<file path="config.mk">
export PLATFORM = sky130hd
export DESIGN_NAME = score_overlay_flat
export DESIGN_NICKNAME = d
export VERILOG_FILES = /design/src/rtl/score_overlay_if.sv /design/src/rtl/score_overlay.sv /design/src/flat_wrapper.sv
export SDC_FILE = /design/constraint.sdc
export NUM_CORES = 1
export LEC_CHECK = 0
export CAP_MARGIN = 25
export CORE_MARGIN = 8
export CORE_UTILIZATION = 52
export DETAILED_ROUTE_END_ITERATION = 10
export PLACE_DENSITY = 0.84
export SLEW_MARGIN = 20
export SYNTH_ARGS = -nofsm -noshare
export SYNTH_HDL_FRONTEND = slang
export SYNTH_SLANG_ARGS = --single-unit
</file>
<file path="constraint.sdc">
create_clock -name clk_25mhz -period 2.1 [get_ports clk_25mhz]
set_input_delay 0.42 -clock clk_25mhz [delete_from_list [all_inputs] [get_ports clk_25mhz]]
set_output_delay 0.42 -clock clk_25mhz [all_outputs]
set_load 0.01 [all_outputs]
</file>
<file path="src/rtl/score_overlay_if.sv">
// Bundle between the VGA timing/game logic (master) and the score overlay
// renderer (slave): pixel position, frame/game event pulses and the overlay pixel.
interface score_overlay_if;
    logic [9:0] hcount;
    logic [9:0] vcount;
    logic       display_en;
    logic       frame_start;
    logic       hit_event;
    logic       miss_event;
    logic       score_clear;
    logic       overlay_active;
    logic [3:0] overlay_r;
    logic [3:0] overlay_g;
    logic [3:0] overlay_b;

    modport master (
        output hcount, vcount, display_en, frame_start,
               hit_event, miss_event, score_clear,
        input  overlay_active, overlay_r, overlay_g, overlay_b
    );

    modport slave (
        input  hcount, vcount, display_en, frame_start,
               hit_event, miss_event, score_clear,
        output overlay_active, overlay_r, overlay_g, overlay_b
    );
endinterface

</file>
<file path="src/rtl/score_overlay.sv">
// Pong hit/miss score keeper and 7-segment overlay renderer. Scores change only
// at frame start so a frame never shows two different values.
module score_overlay #(
    parameter int HIT_X        = 256,
    parameter int MISS_X       = 352,
    parameter int SCORE_Y      = 16,
    parameter int DIGIT_PITCH  = 24,
    parameter int FLASH_FRAMES = 32
) (
    input  logic           clk_25mhz,
    input  logic           reset,
    score_overlay_if.slave ovl
);
    localparam int CELL_W = 16;
    localparam int CELL_H = 32;
    localparam int CNT_W  = $clog2(FLASH_FRAMES);

    localparam logic [CNT_W-1:0] FLASH_LOAD   = CNT_W'(FLASH_FRAMES - 1);
    localparam logic [9:0]       HIT_TENS_X   = 10'(HIT_X);
    localparam logic [9:0]       HIT_UNITS_X  = 10'(HIT_X + DIGIT_PITCH);
    localparam logic [9:0]       MISS_TENS_X  = 10'(MISS_X);
    localparam logic [9:0]       MISS_UNITS_X = 10'(MISS_X + DIGIT_PITCH);
    localparam logic [9:0]       TOP_Y        = 10'(SCORE_Y);

    typedef enum logic {
        IDLE,
        FLASH
    } flash_state_t;

    logic [3:0]       hit_tens;
    logic [3:0]       hit_units;
    logic [3:0]       miss_tens;
    logic [3:0]       miss_units;
    logic             hit_pend;
    logic             miss_pend;
    flash_state_t     flash_state;
    logic [CNT_W-1:0] flash_cnt;

    logic             hit_inc;
    logic             miss_inc;
    logic             miss_hidden;
    logic             row_in;
    logic [4:0]       ly;
    logic             hit_pix;
    logic             miss_pix;

    logic             pix_active;
    logic [3:0]       pix_r;
    logic [3:0]       pix_g;
    logic [3:0]       pix_b;

    function automatic logic [7:0] bcd_inc(input logic [3:0] tens, input logic [3:0] units);
        logic [7:0] result;
        if (units != 4'd9) begin
            result = {tens, units + 4'd1};
        end else if (tens != 4'd9) begin
            result = {tens + 4'd1, 4'd0};
        end else begin
            result = 8'h00;
        end
        return result;
    endfunction

    // Segment order is {a,b,c,d,e,f,g}; 10-15 never occur so they render blank.
    function automatic logic [6:0] seg_decode(input logic [3:0] digit);
        logic [6:0] seg;
        case (digit)
            4'd0:    seg = 7'b1111110;
            4'd1:    seg = 7'b0110000;
            4'd2:    seg = 7'b1101101;
            4'd3:    seg = 7'b1111001;
            4'd4:    seg = 7'b0110011;
            4'd5:    seg = 7'b1011011;
            4'd6:    seg = 7'b1011111;
            4'd7:    seg = 7'b1110000;
            4'd8:    seg = 7'b1111111;
            4'd9:    seg = 7'b1111011;
            default: seg = 7'b0000000;
        endcase
        return seg;
    endfunction

    function automatic logic glyph_lit(input logic [3:0] digit,
                                       input logic [3:0] lx,
                                       input logic [4:0] gy);
        logic [6:0] seg;
        logic       left;
        logic       right;
        logic       upper;
        seg   = seg_decode(digit);
        left  = (lx <= 4'd3);
        right = (lx >= 4'd12);
        upper = (gy <= 5'd15);
        return (seg[6] && (gy <= 5'd3))
            || (seg[5] && right && upper)
            || (seg[4] && right && !upper)
            || (seg[3] && (gy >= 5'd28))
            || (seg[2] && left && !upper)
            || (seg[1] && left && upper)
            || (seg[0] && (gy >= 5'd14) && (gy <= 5'd17));
    endfunction

    // Widened unsigned compare so pixels left of a cell never alias into it.
    function automatic logic in_span(input logic [9:0] pos, input logic [9:0] start, input int len);
        return ({1'b0, pos} >= {1'b0, start}) && ({1'b0, pos} < ({1'b0, start} + 11'(len)));
    endfunction

    assign hit_inc     = hit_pend | ovl.hit_event;
    assign miss_inc    = miss_pend | ovl.miss_event;
    assign miss_hidden = (flash_state == FLASH) && flash_cnt[2];

    // Score digits, pending events and the miss-blink FSM.
    always_ff @(posedge clk_25mhz or posedge reset) begin
        if (reset) begin
            hit_tens    <= 4'd0;
            hit_units   <= 4'd0;
            miss_tens   <= 4'd0;
            miss_units  <= 4'd0;
            hit_pend    <= 1'b0;
            miss_pend   <= 1'b0;
            flash_state <= IDLE;
            flash_cnt   <= '0;
        end else if (ovl.score_clear) begin
            hit_tens    <= 4'd0;
            hit_units   <= 4'd0;
            miss_tens   <= 4'd0;
            miss_units  <= 4'd0;
            hit_pend    <= 1'b0;
            miss_pend   <= 1'b0;
            flash_state <= IDLE;
            flash_cnt   <= '0;
        end else if (ovl.frame_start) begin
            hit_pend  <= 1'b0;
            miss_pend <= 1'b0;
            if (hit_inc) begin
                {hit_tens, hit_units} <= bcd_inc(hit_tens, hit_units);
            end
            if (miss_inc) begin
                {miss_tens, miss_units} <= bcd_inc(miss_tens, miss_units);
                flash_state             <= FLASH;
                flash_cnt               <= FLASH_LOAD;
            end else if (flash_state == FLASH) begin
                if (flash_cnt == '0) begin
                    flash_state <= IDLE;
                end else begin
                    flash_cnt <= flash_cnt - CNT_W'(1);
                end
            end
        end else begin
            if (ovl.hit_event) begin
                hit_pend <= 1'b1;
            end
            if (ovl.miss_event) begin
                miss_pend <= 1'b1;
            end
        end
    end

    assign row_in = in_span(ovl.vcount, TOP_Y, CELL_H);
    assign ly     = 5'(ovl.vcount - TOP_Y);

    assign hit_pix = row_in && (
          (in_span(ovl.hcount, HIT_TENS_X, CELL_W)
              && glyph_lit(hit_tens, 4'(ovl.hcount - HIT_TENS_X), ly))
       || (in_span(ovl.hcount, HIT_UNITS_X, CELL_W)
              && glyph_lit(hit_units, 4'(ovl.hcount - HIT_UNITS_X), ly)));

    assign miss_pix = row_in && !miss_hidden && (
          (in_span(ovl.hcount, MISS_TENS_X, CELL_W)
              && glyph_lit(miss_tens, 4'(ovl.hcount - MISS_TENS_X), ly))
       || (in_span(ovl.hcount, MISS_UNITS_X, CELL_W)
              && glyph_lit(miss_units, 4'(ovl.hcount - MISS_UNITS_X), ly)));

    // One register stage keeps the overlay aligned with the sprite renderer.
    always_ff @(posedge clk_25mhz or posedge reset) begin
        if (reset) begin
            pix_active <= 1'b0;
            pix_r      <= 4'h0;
            pix_g      <= 4'h0;
            pix_b      <= 4'h0;
        end else begin
            pix_active <= ovl.display_en && (hit_pix || miss_pix);
            pix_r      <= (ovl.display_en && (hit_pix || miss_pix)) ? 4'hF : 4'h0;
            pix_g      <= (ovl.display_en && (hit_pix || miss_pix)) ? 4'hF : 4'h0;
            pix_b      <= (ovl.display_en && hit_pix) ? 4'hF : 4'h0;
        end
    end

    assign ovl.overlay_active = pix_active;
    assign ovl.overlay_r      = pix_r;
    assign ovl.overlay_g      = pix_g;
    assign ovl.overlay_b      = pix_b;
endmodule

</file>
<file path="src/flat_wrapper.sv">
// flat-port wrapper written by rule: the top's interface ports become plain ports
module score_overlay_flat 
#(
    parameter int HIT_X        = 256,
    parameter int MISS_X       = 352,
    parameter int SCORE_Y      = 16,
    parameter int DIGIT_PITCH  = 24,
    parameter int FLASH_FRAMES = 32
)
  (clk_25mhz, reset, ovl_hcount, ovl_vcount, ovl_display_en, ovl_frame_start, ovl_hit_event, ovl_miss_event, ovl_score_clear, ovl_overlay_active, ovl_overlay_r, ovl_overlay_g, ovl_overlay_b);
  score_overlay_if ovl_i ();
  input  logic clk_25mhz;
  input  logic reset;
  input wire logic [$bits(ovl_i.hcount)-1:0] ovl_hcount;
  input wire logic [$bits(ovl_i.vcount)-1:0] ovl_vcount;
  input wire logic [$bits(ovl_i.display_en)-1:0] ovl_display_en;
  input wire logic [$bits(ovl_i.frame_start)-1:0] ovl_frame_start;
  input wire logic [$bits(ovl_i.hit_event)-1:0] ovl_hit_event;
  input wire logic [$bits(ovl_i.miss_event)-1:0] ovl_miss_event;
  input wire logic [$bits(ovl_i.score_clear)-1:0] ovl_score_clear;
  output wire logic [$bits(ovl_i.overlay_active)-1:0] ovl_overlay_active;
  output wire logic [$bits(ovl_i.overlay_r)-1:0] ovl_overlay_r;
  output wire logic [$bits(ovl_i.overlay_g)-1:0] ovl_overlay_g;
  output wire logic [$bits(ovl_i.overlay_b)-1:0] ovl_overlay_b;
  assign ovl_i.hcount = ovl_hcount;
  assign ovl_i.vcount = ovl_vcount;
  assign ovl_i.display_en = ovl_display_en;
  assign ovl_i.frame_start = ovl_frame_start;
  assign ovl_i.hit_event = ovl_hit_event;
  assign ovl_i.miss_event = ovl_miss_event;
  assign ovl_i.score_clear = ovl_score_clear;
  assign ovl_overlay_active = ovl_i.overlay_active;
  assign ovl_overlay_r = ovl_i.overlay_r;
  assign ovl_overlay_g = ovl_i.overlay_g;
  assign ovl_overlay_b = ovl_i.overlay_b;
  score_overlay #(.HIT_X(HIT_X), .MISS_X(MISS_X), .SCORE_Y(SCORE_Y), .DIGIT_PITCH(DIGIT_PITCH), .FLASH_FRAMES(FLASH_FRAMES)) u_core (.clk_25mhz(clk_25mhz), .reset(reset), .ovl(ovl_i));
endmodule
</file>
==> results.toml <==
[layout]
register_area_um2 = 653
mostFrequentLayoutCells = "39 x sky130_fd_sc_hd__buf_4, 33 x sky130_fd_sc_hd__clkdlybuf4s50_1, 29 x sky130_fd_sc_hd__nor2_1"
layout-area-overhead-vs-synth_pct = 28.0
num_antenna_cells = 0
layout.cells.non_filler = 405
multi_input_area_um2 = 1610
mostFrequentLayoutCell = "sky130_fd_sc_hd__buf_4"
n_fill_cell = 373
nNetsFinal = 399
drive_gt1_frac = 0.199

[global_route]
total_grt_usage = 0.169
initial_antenna_violation_count = 0
wire_length_of_the_first_global_routing_pass_um = 10300
grt_pass1_vias = 2348
global_route_total_overflow = 0
grt_start_max_net_pins = 27

[sta]
finalHoldViolations = 0
final.setup_skew_ns = 0.00563
final_critical_path_setup_slack_ns = -0.0166
max_slew_headroom = 0.651
timing_worst_slew_pin_value_ns = 0.518
finalCriticalPeriod_ns = 2.12
fin_crit_sh = 1.01
report.final.setup_viol = 1
timing.fmax_mhz = 472
timing_max_transition_violations_final = 0

[synthesis]
synth_cell_type_count = 68
postSynthAreaPerCell_um2 = 8.26
postSynthRegisterBits = 26
synth_ff_type = "sky130_fd_sc_hd__dfrtp_1"
postSynth.asyncResetShare = 1.00
synth-seq-area-share = 0.267
synth_warnings = 0
syn_inst = 295
synth_enable_flop_cells = 0
synth_nets = 342
synth.cell_area_um2 = 2440

[cts]
cts_root_buf = "sky130_fd_sc_hd__clkbuf_8"
clk_transition_reported_paths_ns = 0.10
htreeDepth = 1
tritoncts = "yes"
clock_tree.buffer_depth = 2
clock-sinks = 26
clock_insertion_delay_at_the_later_pin_of_the_skew_report_ns = 0.28
hold_buffers = 0
cts-buffers-inserted = 3

[detailed_routing]
detailedRoute.firstPassIterationCount = 4
routed-via-count = 2362
routedWlPerCell_um = 15.2
vias_per_cell = 5.83
drtAntennaViolNets = 0
first_iter_violations = 90
routed_wirelength_um = 6160
drt_drc_violations_left = 0

[floorplan]
io_pins = 40
core.rowCount = 25
fp.coreArea_um2 = 4630
die_height_um = 84.5
initial_standard_cell_utilization_of_the_core = 0.526
design.die.area_um2 = 7130
die_x_um = 84.5

[setup_path]
crit_path_end_kind = "register"
worst_r2r_path_depth = 9
ff2ff_setup_slack_ns = -0.02
crit-reg2reg-capture = "u_core.ovl.overlay_r[2]"
required_worst_endpoint_ns = 2.32
critical_path_class = "register to register"
worstPathMaxFanout = 4
reg_to_reg_critical_path_startpoint = "u_core.hit_units[1]"
worstSetupStartpointType = "register"
worstPathArrival_ns = 2.34

[place]
dp_slack_ns = -0.363
placed_cells = 398
buffer_ports.inserted = 36
place_hpwl_um = 4670
routability_driven_placement_congestion_ratio = 0.886

[power]
max-vdd-ir-drop_mv = 0.281
pwr_density_cell_nw_per_um2 = 432
power_leakage_nw = 1.33

[outcome]
run_status = "finished with violations"
violations = "negative setup slack"

[worst_hold_path]
worstHoldPathType = "primary input to async pin"

[run]
max_cap_viol_count = 0
==> power by group <==
| group | switching, mW | internal, mW | leakage (nW) |
|---|---|---|---|
| Sequential | 0.0295 | 0.523 | 0.351 |
| Clock | 0.185 | 0.256 | 0.0357 |
| Combinational | 0.175 | 0.180 | 0.943 |
| Total | 0.390 | 0.959 | 1.33 |
==> metrics by stage <==
step                utilization  cell area (um^2)  hold slack (ns)  TNS (ns)  power (mW)
CTS                       0.661              3060            0.484         0        1.34
global placement          0.645              2990            0.467    -0.575       0.890
global route              0.674              3120            0.491    -0.110        1.40
detailed placement        0.645              2990            0.463    -0.684       0.905
floorplan                     -              2440            0.446         0       0.754
finish                    0.674              3120            0.479   -0.0166        1.35
==> synth_stat cells, types with 2 or more instances <==
library cell                count  area share
sky130_fd_sc_hd__a21oi_1       17       0.035
sky130_fd_sc_hd__a21oi_2        3       0.011
sky130_fd_sc_hd__a22oi_1        3      0.0092
sky130_fd_sc_hd__a2bb2oi_1      2      0.0072
sky130_fd_sc_hd__a311oi_1       6       0.022
sky130_fd_sc_hd__and2_1         3      0.0077
sky130_fd_sc_hd__and3_1         3      0.0077
sky130_fd_sc_hd__buf_2          5       0.010
sky130_fd_sc_hd__buf_4         13       0.040
sky130_fd_sc_hd__clkbuf_1       4      0.0062
sky130_fd_sc_hd__dfrtp_1       26        0.27
sky130_fd_sc_hd__ha_1          20        0.10
sky130_fd_sc_hd__inv_1         18       0.028
sky130_fd_sc_hd__mux2i_1        2      0.0082
sky130_fd_sc_hd__nand2_1       19       0.029
sky130_fd_sc_hd__nand2b_1       5       0.013
sky130_fd_sc_hd__nand3_1        4      0.0082
sky130_fd_sc_hd__nand4_1        2      0.0051
sky130_fd_sc_hd__nor2_1        29       0.045
sky130_fd_sc_hd__nor2b_1       16       0.041
sky130_fd_sc_hd__nor3_1         9       0.018
sky130_fd_sc_hd__nor3b_1        7       0.022
sky130_fd_sc_hd__nor4_1         2      0.0051
sky130_fd_sc_hd__nor4b_1        2      0.0072
sky130_fd_sc_hd__o21ai_0       22       0.045
sky130_fd_sc_hd__o21ai_2        2      0.0072
sky130_fd_sc_hd__o21ba_2        3       0.012
sky130_fd_sc_hd__o221ai_1       2      0.0072
sky130_fd_sc_hd__o22ai_1        2      0.0051
sky130_fd_sc_hd__o31ai_1        3      0.0092
sky130_fd_sc_hd__o32ai_1        2      0.0072
sky130_fd_sc_hd__or4_4          2      0.0092
sky130_fd_sc_hd__or4b_1         2      0.0082
==> repair_timing <==
| action | CTS | global route |
|---|---|---|
| setup endpoints to repair | 2 | 3 |
| gates resized for setup | 3 | 9 |
| setup buffers | 0 | 3 |
| endpoints found under the hold margin | 0 | 0 |
| pin swaps | 0 | 1 |
==> final cells by class <==
| class | count | share of cell area |
|---|---|---|
| Tap cell | 54 | 0.0217 |
| Multi-Input combinational cell | 228 | 0.515 |
| Clock inverter | 1 | 0.00963 |
| Sequential cell | 26 | 0.209 |
| Inverter | 18 | 0.0217 |
| Timing Repair Buffer | 75 | 0.209 |
| Clock buffer | 3 | 0.0132 |
==> cells by family after synthesis <==
| kind of cell | Yosys count | share of synthesized area |
|---|---|---|
| AOI/OAI and AO/OA | 85 | 0.251 |
| xor gates and xnor gates | 2 | 0.00719 |
| adders and majority gates | 20 | 0.103 |
| buffers and inverters | 41 | 0.0888 |
| DFF | 26 | 0.267 |
| muxes | 3 | 0.0128 |
| and+or+nand+nor | 118 | 0.271 |
==> sequential cells by signal (all words and copies together), names as in the netlist <==
name	count
u_core.flash_state	1
u_core.hit_tens	4
u_core.ovl.overlay_b	1
u_core.flash_cnt	5
u_core.miss_tens	4
u_core.miss_units	4
u_core.hit_units	4
u_core.miss_pend	1
u_core.hit_pend	1
u_core.ovl.overlay_r	1
==> layer usage <==
layer  vias up  track usage  part of all wire
met5         -            0                 0
met4         0       0.0566            0.0071
met3         4       0.0341             0.061
met2        71        0.302              0.48
met1      1116        0.195              0.45
li1       1171            -                 -
==> worst max-delay path by stage <==
stage,start,to,slack [ns],cells past startpoint
floorplan,u_core.hit_tens[0],u_core.ovl.overlay_r[2],0.17,8
global placement,ovl_vcount[4],u_core.ovl.overlay_r[2],-0.31,9
detailed placement,ovl_vcount[4],u_core.ovl.overlay_r[2],-0.36,9
CTS,ovl_vcount[3],u_core.ovl.overlay_r[2],0.005,8
global route,u_core.hit_units[1],u_core.ovl.overlay_r[2],-0.07,9
finish,u_core.hit_units[1],u_core.ovl.overlay_r[2],-0.02,9
==> worst max-delay path, cell delays in order (launching register included) <==
cell,delay [ns]
sky130_fd_sc_hd__dfrtp_1,0.42
sky130_fd_sc_hd__inv_2,0.06
sky130_fd_sc_hd__ha_1,0.19
sky130_fd_sc_hd__or4b_1,0.52
sky130_fd_sc_hd__a21oi_2,0.19
sky130_fd_sc_hd__nor4_2,0.07
sky130_fd_sc_hd__buf_4,0.14
sky130_fd_sc_hd__o32ai_2,0.27
sky130_fd_sc_hd__a211oi_2,0.07
sky130_fd_sc_hd__a21oi_2,0.12
Note: power is estimated with default switching activity, not from simulation.
